`src/rtl/sysserv_apb_initiator.sv`:
```
// rtl/sysserv_apb_initiator.sv - APB3 master: service request, status poll, mailbox readback.
// Optional poll timeout enabled by defining SYSSERV_TIMEOUT_EN.
module sysserv_apb_initiator #(
  parameter logic [31:0] CTRL_ADDR   = 32'h0000_0000,
  parameter logic [31:0] STATUS_ADDR = 32'h0000_0004,
  parameter logic [31:0] MBX_ADDR    = 32'h0000_0100,
  parameter logic [31:0] TIMEOUT_CYC = 32'h0010_0000
) (
  input  logic        CLK,
  input  logic        RESETN,
  input  logic        CMD_START,
  input  logic [7:0]  CMD_OPCODE,
  input  logic [3:0]  CMD_NWORDS,
  output logic        CMD_BUSY,
  output logic        CMD_DONE,
  output logic        CMD_ERROR,
  output logic [7:0]  CMD_STATUS,
  output logic [31:0] RSP_DATA,
  output logic        RSP_VALID,
  output logic [31:0] APBM_PADDR,
  output logic        APBM_PSEL,
  output logic        APBM_PENABLE,
  output logic        APBM_PWRITE,
  output logic [31:0] APBM_PWDATA,
  input  logic [31:0] APBM_PRDATA,
  input  logic        APBM_PREADY,
  input  logic        APBM_PSLVERR
);

  typedef enum logic [2:0] {S_IDLE, S_WR_CMD, S_POLL, S_GAP, S_RD_MBX, S_DONE} state_t;

  state_t      state_q, state_d;
  logic        psel_q, psel_d, penable_q, penable_d, pwrite_q, pwrite_d;
  logic [31:0] paddr_q, paddr_d, pwdata_q, pwdata_d;
  logic [7:0]  opcode_q, opcode_d, status_q, status_d;
  logic [3:0]  nwords_q, nwords_d, idx_q, idx_d, idx_next;
  logic        err_q, err_d, rsp_valid_q, rsp_valid_d;
  logic [31:0] rsp_data_q, rsp_data_d;
  logic        poll_timeout;

`ifdef SYSSERV_TIMEOUT_EN
  logic [31:0] tmo_cnt_q, tmo_cnt_d;

  // WR_CMD always precedes the first poll, so clearing there clears at POLL entry.
  always_comb begin
    tmo_cnt_d = tmo_cnt_q;
    if (state_q == S_WR_CMD) begin
      tmo_cnt_d = '0;
    end else if ((state_q == S_POLL || state_q == S_GAP) && tmo_cnt_q != '1) begin
      tmo_cnt_d = tmo_cnt_q + 32'd1;
    end
  end

  always_ff @(posedge CLK or negedge RESETN) begin
    if (!RESETN) tmo_cnt_q <= '0;
    else         tmo_cnt_q <= tmo_cnt_d;
  end

  assign poll_timeout = (tmo_cnt_q >= TIMEOUT_CYC);
`else
  logic unused_timeout_cfg;
  assign unused_timeout_cfg = ^TIMEOUT_CYC;
  assign poll_timeout       = 1'b0;
`endif

  always_comb begin
    state_d     = state_q;
    psel_d      = psel_q;
    penable_d   = penable_q;
    paddr_d     = paddr_q;
    pwrite_d    = pwrite_q;
    pwdata_d    = pwdata_q;
    opcode_d    = opcode_q;
    nwords_d    = nwords_q;
    idx_d       = idx_q;
    status_d    = status_q;
    err_d       = err_q;
    rsp_data_d  = rsp_data_q;
    rsp_valid_d = 1'b0;
    idx_next    = idx_q + 4'd1;
    case (state_q)
      S_IDLE: begin
        if (CMD_START) begin
          opcode_d  = CMD_OPCODE;
          nwords_d  = CMD_NWORDS;
          idx_d     = '0;
          status_d  = '0;
          err_d     = 1'b0;
          state_d   = S_WR_CMD;
          psel_d    = 1'b1;
          penable_d = 1'b0;
          paddr_d   = CTRL_ADDR;
          pwrite_d  = 1'b1;
          pwdata_d  = {23'b0, CMD_OPCODE, 1'b1};
        end
      end
      S_WR_CMD, S_POLL, S_RD_MBX: begin
        if (!penable_q) begin
          penable_d = 1'b1;
        end else if (APBM_PREADY) begin
          penable_d = 1'b0;
          if (APBM_PSLVERR) begin
            psel_d  = 1'b0;
            err_d   = 1'b1;
            state_d = S_DONE;
          end else if (state_q == S_WR_CMD) begin
            state_d  = S_POLL;
            paddr_d  = STATUS_ADDR;
            pwrite_d = 1'b0;
            pwdata_d = '0;
          end else if (state_q == S_POLL) begin
            if (APBM_PRDATA[0]) begin
              psel_d = 1'b0;
              if (poll_timeout) begin
                err_d    = 1'b1;
                status_d = 8'hFF;
                state_d  = S_DONE;
              end else begin
                state_d = S_GAP;
              end
            end else begin
              status_d = APBM_PRDATA[15:8];
              if (APBM_PRDATA[15:8] != 8'h00) begin
                psel_d  = 1'b0;
                err_d   = 1'b1;
                state_d = S_DONE;
              end else if (nwords_q == 4'd0) begin
                psel_d  = 1'b0;
                state_d = S_DONE;
              end else begin
                state_d = S_RD_MBX;
                idx_d   = '0;
                paddr_d = MBX_ADDR;
              end
            end
          end else begin
            rsp_valid_d = 1'b1;
            rsp_data_d  = APBM_PRDATA;
            if (idx_next == nwords_q) begin
              psel_d  = 1'b0;
              state_d = S_DONE;
            end else begin
              idx_d   = idx_next;
              paddr_d = MBX_ADDR + {26'b0, idx_next, 2'b00};
            end
          end
        end
      end
      S_GAP: begin
        if (poll_timeout) begin
          err_d    = 1'b1;
          status_d = 8'hFF;
          state_d  = S_DONE;
        end else begin
          psel_d  = 1'b1;
          state_d = S_POLL;
        end
      end
      S_DONE:  state_d = S_IDLE;
      default: state_d = S_IDLE;
    endcase
  end

  always_ff @(posedge CLK or negedge RESETN) begin
    if (!RESETN) begin
      state_q     <= S_IDLE;
      psel_q      <= 1'b0;
      penable_q   <= 1'b0;
      paddr_q     <= '0;
      pwrite_q    <= 1'b0;
      pwdata_q    <= '0;
      opcode_q    <= '0;
      nwords_q    <= '0;
      idx_q       <= '0;
      status_q    <= '0;
      err_q       <= 1'b0;
      rsp_data_q  <= '0;
      rsp_valid_q <= 1'b0;
    end else begin
      state_q     <= state_d;
      psel_q      <= psel_d;
      penable_q   <= penable_d;
      paddr_q     <= paddr_d;
      pwrite_q    <= pwrite_d;
      pwdata_q    <= pwdata_d;
      opcode_q    <= opcode_d;
      nwords_q    <= nwords_d;
      idx_q       <= idx_d;
      status_q    <= status_d;
      err_q       <= err_d;
      rsp_data_q  <= rsp_data_d;
      rsp_valid_q <= rsp_valid_d;
    end
  end

  // Busy covers the accept cycle itself, before the state register moves.
  assign CMD_BUSY     = (state_q != S_IDLE) || CMD_START;
  assign CMD_DONE     = (state_q == S_DONE);
  assign CMD_ERROR    = err_q;
  assign CMD_STATUS   = status_q;
  assign RSP_DATA     = rsp_data_q;
  assign RSP_VALID    = rsp_valid_q;
  assign APBM_PADDR   = paddr_q;
  assign APBM_PSEL    = psel_q;
  assign APBM_PENABLE = penable_q;
  assign APBM_PWRITE  = pwrite_q;
  assign APBM_PWDATA  = pwdata_q;

endmodule

```
`config.mk`:
```
export PLATFORM = sky130hd
export DESIGN_NAME = sysserv_apb_initiator
export DESIGN_NICKNAME = d
export VERILOG_FILES = /design/src/rtl/sysserv_apb_initiator.sv
export SDC_FILE = /design/constraint.sdc
export NUM_CORES = 1
export LEC_CHECK = 0
export BUFFER_PORTS_ARGS = -buffer_cell sky130_fd_sc_hd__buf_2
export CORE_UTILIZATION = 45
export DETAILED_ROUTE_END_ITERATION = 12
export PLACE_DENSITY = 0.83
export SLEW_MARGIN = 10
export SYNTH_ARGS = -nofsm -noshare
export SYNTH_HDL_FRONTEND = slang
export SYNTH_SLANG_ARGS = --single-unit
```
`constraint.sdc`:
```
create_clock -name CLK -period 2.27 [get_ports CLK]
set_input_delay 0.1135 -clock CLK [delete_from_list [all_inputs] [get_ports CLK]]
set_output_delay 0.1135 -clock CLK [all_outputs]
set_load 0.01 [all_outputs]
```
==> results of run 1 <==
-- what timing repair did --
action	4_1_cts	5_1_grt
hold buffers	25	0
endpoints found under the setup margin	0	6
endpoints found under the hold margin	51	0
resized for setup	0	1
-- per-stage QoR --
step / util / hold WS (ns) / area (µm²) / setup slack [ns] / total power, W
final: 0.604 / 0.0213 / 4450 / 0.0703 / 0.00496
after global routing: 0.604 / 0.00346 / 4450 / 0.00994 / 0.00526
after global placement: 0.547 / 0.165 / 4030 / 0.173 / 0.00396
after floorplan: - / -0.182 / 3670 / 0.229 / 0.00325
after detailed placement: 0.547 / 0.177 / 4030 / 0.0903 / 0.00402
after CTS: 0.604 / 0.000814 / 4450 / 0.0843 / 0.00494
-- kinds of logic (layout without fill, tap and decap cells) --
logic type,after synthesis,after routing
buffers and inverters,68,168
other,1,50
adders and majority gates,1,1
AOI/OAI and AO/OA,55,55
DFF,69,69
muxes,39,39
and+or+nand+nor,67,67
xor gates and xnor gates,7,7
-- power by group --
group | internal (W) | total (W) | switching [W] | leakage, nW
registers | 0.00164 | 0.00191 | 0.000269 | 0.906
clock network | 0.000397 | 0.000865 | 0.000468 | 0.0744
logic | 0.00102 | 0.00219 | 0.00117 | 1.38
-- layer usage --
layer	GRT usage	vias up
met1	0.232	1308
li1	-	1262
met3	0.0584	8
met5	0	-
met4	0.0753	0
met2	0.385	148
-- critical path: cells and delay by family, from the launching register on --
family | cells | cell delay (ns)
multiplexers | 1 | 0.30
adder cells (fa/ha/maj) | 1 | 0.25
AND/OR/NAND/NOR | 2 | 0.26
flip-flops | 1 | 0.44
AO/OA/AOI/OAI | 1 | 0.44
XOR/XNOR | 1 | 0.39
-- sequential cells by signal (all words and copies together), names as in the netlist --
signal and flops:
idx_q 4, RSP_DATA 32, APBM_PWDATA 9, CMD_ERROR 1, RSP_VALID 1, state_q 3, APBM_PSEL 1, nwords_q 4
APBM_PADDR 5, APBM_PENABLE 1, CMD_STATUS 8
-- synth_stat cells, drive strengths merged (4+ instances only) --
library cell and n:
a21oi 8, inv 4, o21ai 15, a22o 13
buf 59, nor2 14, dfrtp 69, nand2 24
clkbuf 5, mux2 38, nor2b 5
-- final cells by class --
type | count | area [µm²]
inverter | 4 | 15.0
multi-input combinational | 219 | 1500
fill | 596 | 2920
clock buffer | 9 | 124
sequential | 69 | 1730
tap | 99 | 124
timing repair buffer | 149 | 921
clock inverter | 6 | 47.5
-- path summary, 6_finish.rpt --
| kind | start | end | slack (ns) |
|---|---|---|---|
| worst max-delay path | idx_q[0] | APBM_PADDR[8] | 0.07 |
| min in group asynchronous | RESETN | RSP_DATA[19] | 0.34 |
| worst max register to register | idx_q[0] | APBM_PADDR[8] | 0.07 |
| worst min-delay path | APBM_PRDATA[20] | RSP_DATA[20] | 0.02 |
| max in group asynchronous | RESETN | RSP_VALID | 1.29 |
| worst min register to register | CMD_STATUS[3] | CMD_STATUS[3] | 0.48 |
==> flow_summary.json, run 1 <==
{
  "area_growth_pct": 27.6,
  "rows": 31,
  "synth_area_mm2": 0.00349,
  "drtIter0Drc": 202,
  "pin_count": 160,
  "period_minus_slack_ns": 2.20,
  "synthCells": 307,
  "cellPowerDensity_mw_per_mm2": 1110,
  "most-common-layout-cells": "buf_2 (109), dfrtp_1 (69), conb_1 (50)",
  "synth_warnings": 0,
  "cts_tree": "yes",
  "ys_ff_latch": 69,
  "grt-ovfl-total": 0,
  "place_hpwl_um": 5750,
  "htreeDepth": 3,
  "die_area_mm2": 0.00811,
  "dr.pass1.iters": 4,
  "synthSimpleGateAreaFrac": 0.104,
  "synth_flop_cell": "dfrtp_1",
  "clk_path_buf_depth": 2,
  "fin_tns_setup_ns": 0,
  "hold_class": "primary input to register",
  "ys_async_sr_fraction": 1.00,
  "gp_congestion": 0.948,
  "dp.cells": 515,
  "status": "finished, final reports clean",
  "via_per_inst": 4.91,
  "cts_buffers": 9,
  "grt_first_pass_wirelength_um": 13400,
  "yosysUniqueCellTypes": 49,
  "die_w_um": 90.1,
  "max_cap_viol_count": 0,
  "drive_above_1_share": 0.412,
  "timing_worst_setup_path_type": "register to register",
  "die_h_um": 90.1,
  "layout_commonest_cell": "buf_2",
  "whs_path_depth": 2,
  "final_hold_viol_count": 0,
  "synth_top_family_by_area": "buffers and inverters",
  "synthXorXnorAreaFrac": 0.0254,
  "synth_edf_count": 0,
  "antenna_cells": 0,
  "vdd_drop_max_v": 0.000730,
  "path_cells": "ha_2 -> xnor3_1 -> nand3_1 -> nor2_1 -> a311o_4 -> mux2_4",
  "synth_area_leaders": "dfrtp_1 (49%), mux2_2 (12%), buf_4 (11%)",
  "grt_pass1_vias": 2754,
  "max_freq_ghz": 0.455,
  "cp-end-kind": "register",
  "yosys.area.top_type": "dfrtp_1",
  "cts_root_buf": "clkbuf_8",
  "crit_arrival_ns": 2.41,
  "ys_seq_area_frac": 0.495,
  "final_cells": 555,
  "antenna_found_initial": 0,
  "ant_nets": 0,
  "leakagePower_nw": 2.36,
  "yosys.area.top_type_share": 0.495,
  "clk_latency_ns": 0.33,
  "start_util": 0.474,
  "topRoutingLayerUsed": "met4",
  "synth.area.mux_share": 0.127,
  "track_usage": 0.211,
  "num-nets-final": 502,
  "wl_per_cell_um": 15.2,
  "via_count": 2726,
  "clkSinkCount": 69,
  "io_buffers": 109,
  "cp_slowest_cell": "dfrtp_1",
  "clk_pin_slew_worst_paths_ns": 0.08,
  "maxSlewHeadroom": 0.576,
  "clock_skew_ns": 0.00810,
  "drc": 0,
  "synth_compound_area_frac": 0.114,
  "finalSetupViolCount": 0,
  "synth_adder_area_share": 0.00358,
  "cts_setup_buffers": 0,
  "grt_max_degree": 43,
  "worst-path-max-fanout": 5,
  "core_region_area_mm2": 0.00737,
  "m1WireLength_um": 3350,
  "wl_met2_um": 4450,
  "synth_area_per_cell_um2": 11.4,
  "worst_slew_pin_slew_ns": 0.636,
  "drt-total-wl_um": 8430,
  "maxSlewViolCount": 0,
  "cp.required_ns": 2.48,
  "wl_met3_um": 543,
  "rsz0062_at_grt": "no",
  "layout_worst_path_cycle_share": 0.969,
  "max_stage_delay_ns": 0.44,
  "reg2reg_depth": 6,
  "worst_setup_path_start_kind": "register"
}
(Power assumes the default switching activity.)
==> run 2: changes to the inputs <==
Settings changed: CORE_ASPECT_RATIO set to 0.9, SKIP_LAST_GASP set to 1.
==> flow_summary.json, run 2 (same netlist as run 1, synthesis figures left out) <==
{
  "clkSinkCount": 69,
  "cp_slowest_cell": "dfrtp_2",
  "period_minus_slack_ns": 2.22,
  "cts_buffers": 9,
  "worst-path-max-fanout": 5,
  "largest_reg_flops": 32,
  "hold_slack_ns": 0.0166,
  "gp_congestion": 0.933,
  "antenna_found_initial": 0,
  "num-nets-final": 497,
  "clock_skew_ns": 0.00432,
  "vdd_drop_max_v": 0.000723,
  "worst_setup_path_start_kind": "register",
  "leakagePower_nw": 2.40,
  "cts_root_buf": "clkbuf_8",
  "p_clk_frac": 0.241,
  "cp.required_ns": 2.49,
  "grt-ovfl-total": 0,
  "max_cap_viol_count": 0,
  "cts_setup_buffers": 0,
  "clk_latency_ns": 0.33,
  "dr.pass1.iters": 4,
  "crit_arrival_ns": 2.44,
  "pin_count": 160,
  "worst_slew_pin_slew_ns": 0.824,
  "drive_above_1_share": 0.415,
  "rows": 30,
  "final_cells": 547,
  "via_count": 2774,
  "clk_pin_slew_worst_paths_ns": 0.07,
  "die_area_mm2": 0.00811,
  "layout_commonest_cell": "buf_2",
  "p_seq_frac": 0.358,
  "start_util": 0.463,
  "grt_pass1_vias": 2877,
  "maxSlewViolCount": 0,
  "antenna_cells": 0,
  "finalSetupViolCount": 0,
  "cellPowerDensity_mw_per_mm2": 1180,
  "drc": 0,
  "area_growth_pct": 29.3,
  "place_hpwl_um": 5700,
  "dp.cells": 508,
  "p_int_w": 0.00345,
  "via_per_inst": 5.07,
  "cts_tree": "yes",
  "p_comb_frac": 0.401,
  "crit_family": "flip-flops",
  "grt_max_degree": 42,
  "die_h_um": 85.6,
  "hold_class": "primary input to register",
  "clk_path_buf_depth": 2,
  "final_hold_viol_count": 0,
  "cp-end-kind": "register",
  "max_stage_delay_ns": 0.45,
  "p_sw_w": 0.00189,
  "p_sw_frac": 0.355,
  "crit_buf_inv": 0,
  "htreeDepth": 3,
  "io_buffers": 109,
  "most-common-layout-cells": "buf_2 (109), dfrtp_1 (68), conb_1 (50)",
  "core_region_area_mm2": 0.00754,
  "die_w_um": 94.8,
  "wl_per_cell_um": 15.5,
  "maxSlewHeadroom": 0.448,
  "timing_worst_setup_path_type": "register to register",
  "grt_first_pass_wirelength_um": 13600,
  "status": "finished, final reports clean",
  "drt-total-wl_um": 8470,
  "max_freq_ghz": 0.451,
  "layout_worst_path_cycle_share": 0.977,
  "track_usage": 0.221,
  "drtIter0Drc": 270,
  "ant_nets": 0,
  "path_cells": "ha_1 -> xnor3_1 -> nand3_1 -> nor2_2 -> a311o_4 -> mux2_4"
}
==> run 2: changes by cell type in the layout (fill, tap and decap cells not counted), moves of 2 or more <==
cell / change
bufinv_16: +4
clkinvlp_4: -3
inv_6: -2
buf_4: -4
==> run 2: path summary, 6_finish.rpt <==
kind / start / end / slack, ns / depth (start not counted)
worst max-delay path: idx_q[0] / APBM_PADDR[8] / 0.05 / 6
worst min-delay path: APBM_PRDATA[3] / RSP_DATA[3] / 0.02 / 2
worst max register to register: idx_q[0] / APBM_PADDR[8] / 0.05 / 6
worst min register to register: CMD_STATUS[7] / CMD_STATUS[7] / 0.50 / 2
max in group asynchronous: RESETN / APBM_PWDATA[8] / 1.27 / 3
min in group asynchronous: RESETN / APBM_PWDATA[6] / 0.35 / 2
==> run 2: final cells by class <==
type / instances / area [µm²]
fillers: 582 / 3030
flip-flops and latches: 69 / 1730
multi-input cells: 219 / 1510
repair buffers: 144 / 881
clock inverters: 6 / 136
clock buffers: 9 / 124
well taps: 96 / 120
inverters: 4 / 15.0
==> run 2: metal layers <==
layer  up-vias  share of wire  GRT usage
met5         -              0          0
met2       178           0.48      0.348
met1      1309           0.40      0.264
met4         0          0.035      0.127
li1       1258              -          -
met3        29          0.085     0.0736
==> run 2: repair_timing <==
item	in CTS	in global routing
gates resized for setup	1	4
endpoints found under the setup margin	3	8
hold buffers	24	0
hold endpoints to repair	51	0
==> run 2: power groups by stage <==
stage	clock network, W	logic, W	registers, W
finish	0.00129	0.00214	0.00191
global route	0.00136	0.00234	0.00197
CTS	0.00131	0.00210	0.00190
detailed placement	0	0.00205	0.00191
global placement	0	0.00199	0.00188
floorplan	0	0.00121	0.00203
==> run 2: metrics by stage <==
stage | setup TNS, ns | area, µm² | worst slack [ns] | power [W] | utilization
CTS | 0 | 4500 | 0.0228 | 0.00531 | 0.597
global placement | 0 | 4000 | 0.121 | 0.00387 | 0.530
finish | 0 | 4510 | 0.0517 | 0.00534 | 0.598
detailed placement | 0 | 4000 | 0.00474 | 0.00395 | 0.530
global route | -0.0126 | 4510 | -0.0120 | 0.00566 | 0.598
floorplan | 0 | 3670 | 0.229 | 0.00325 | -
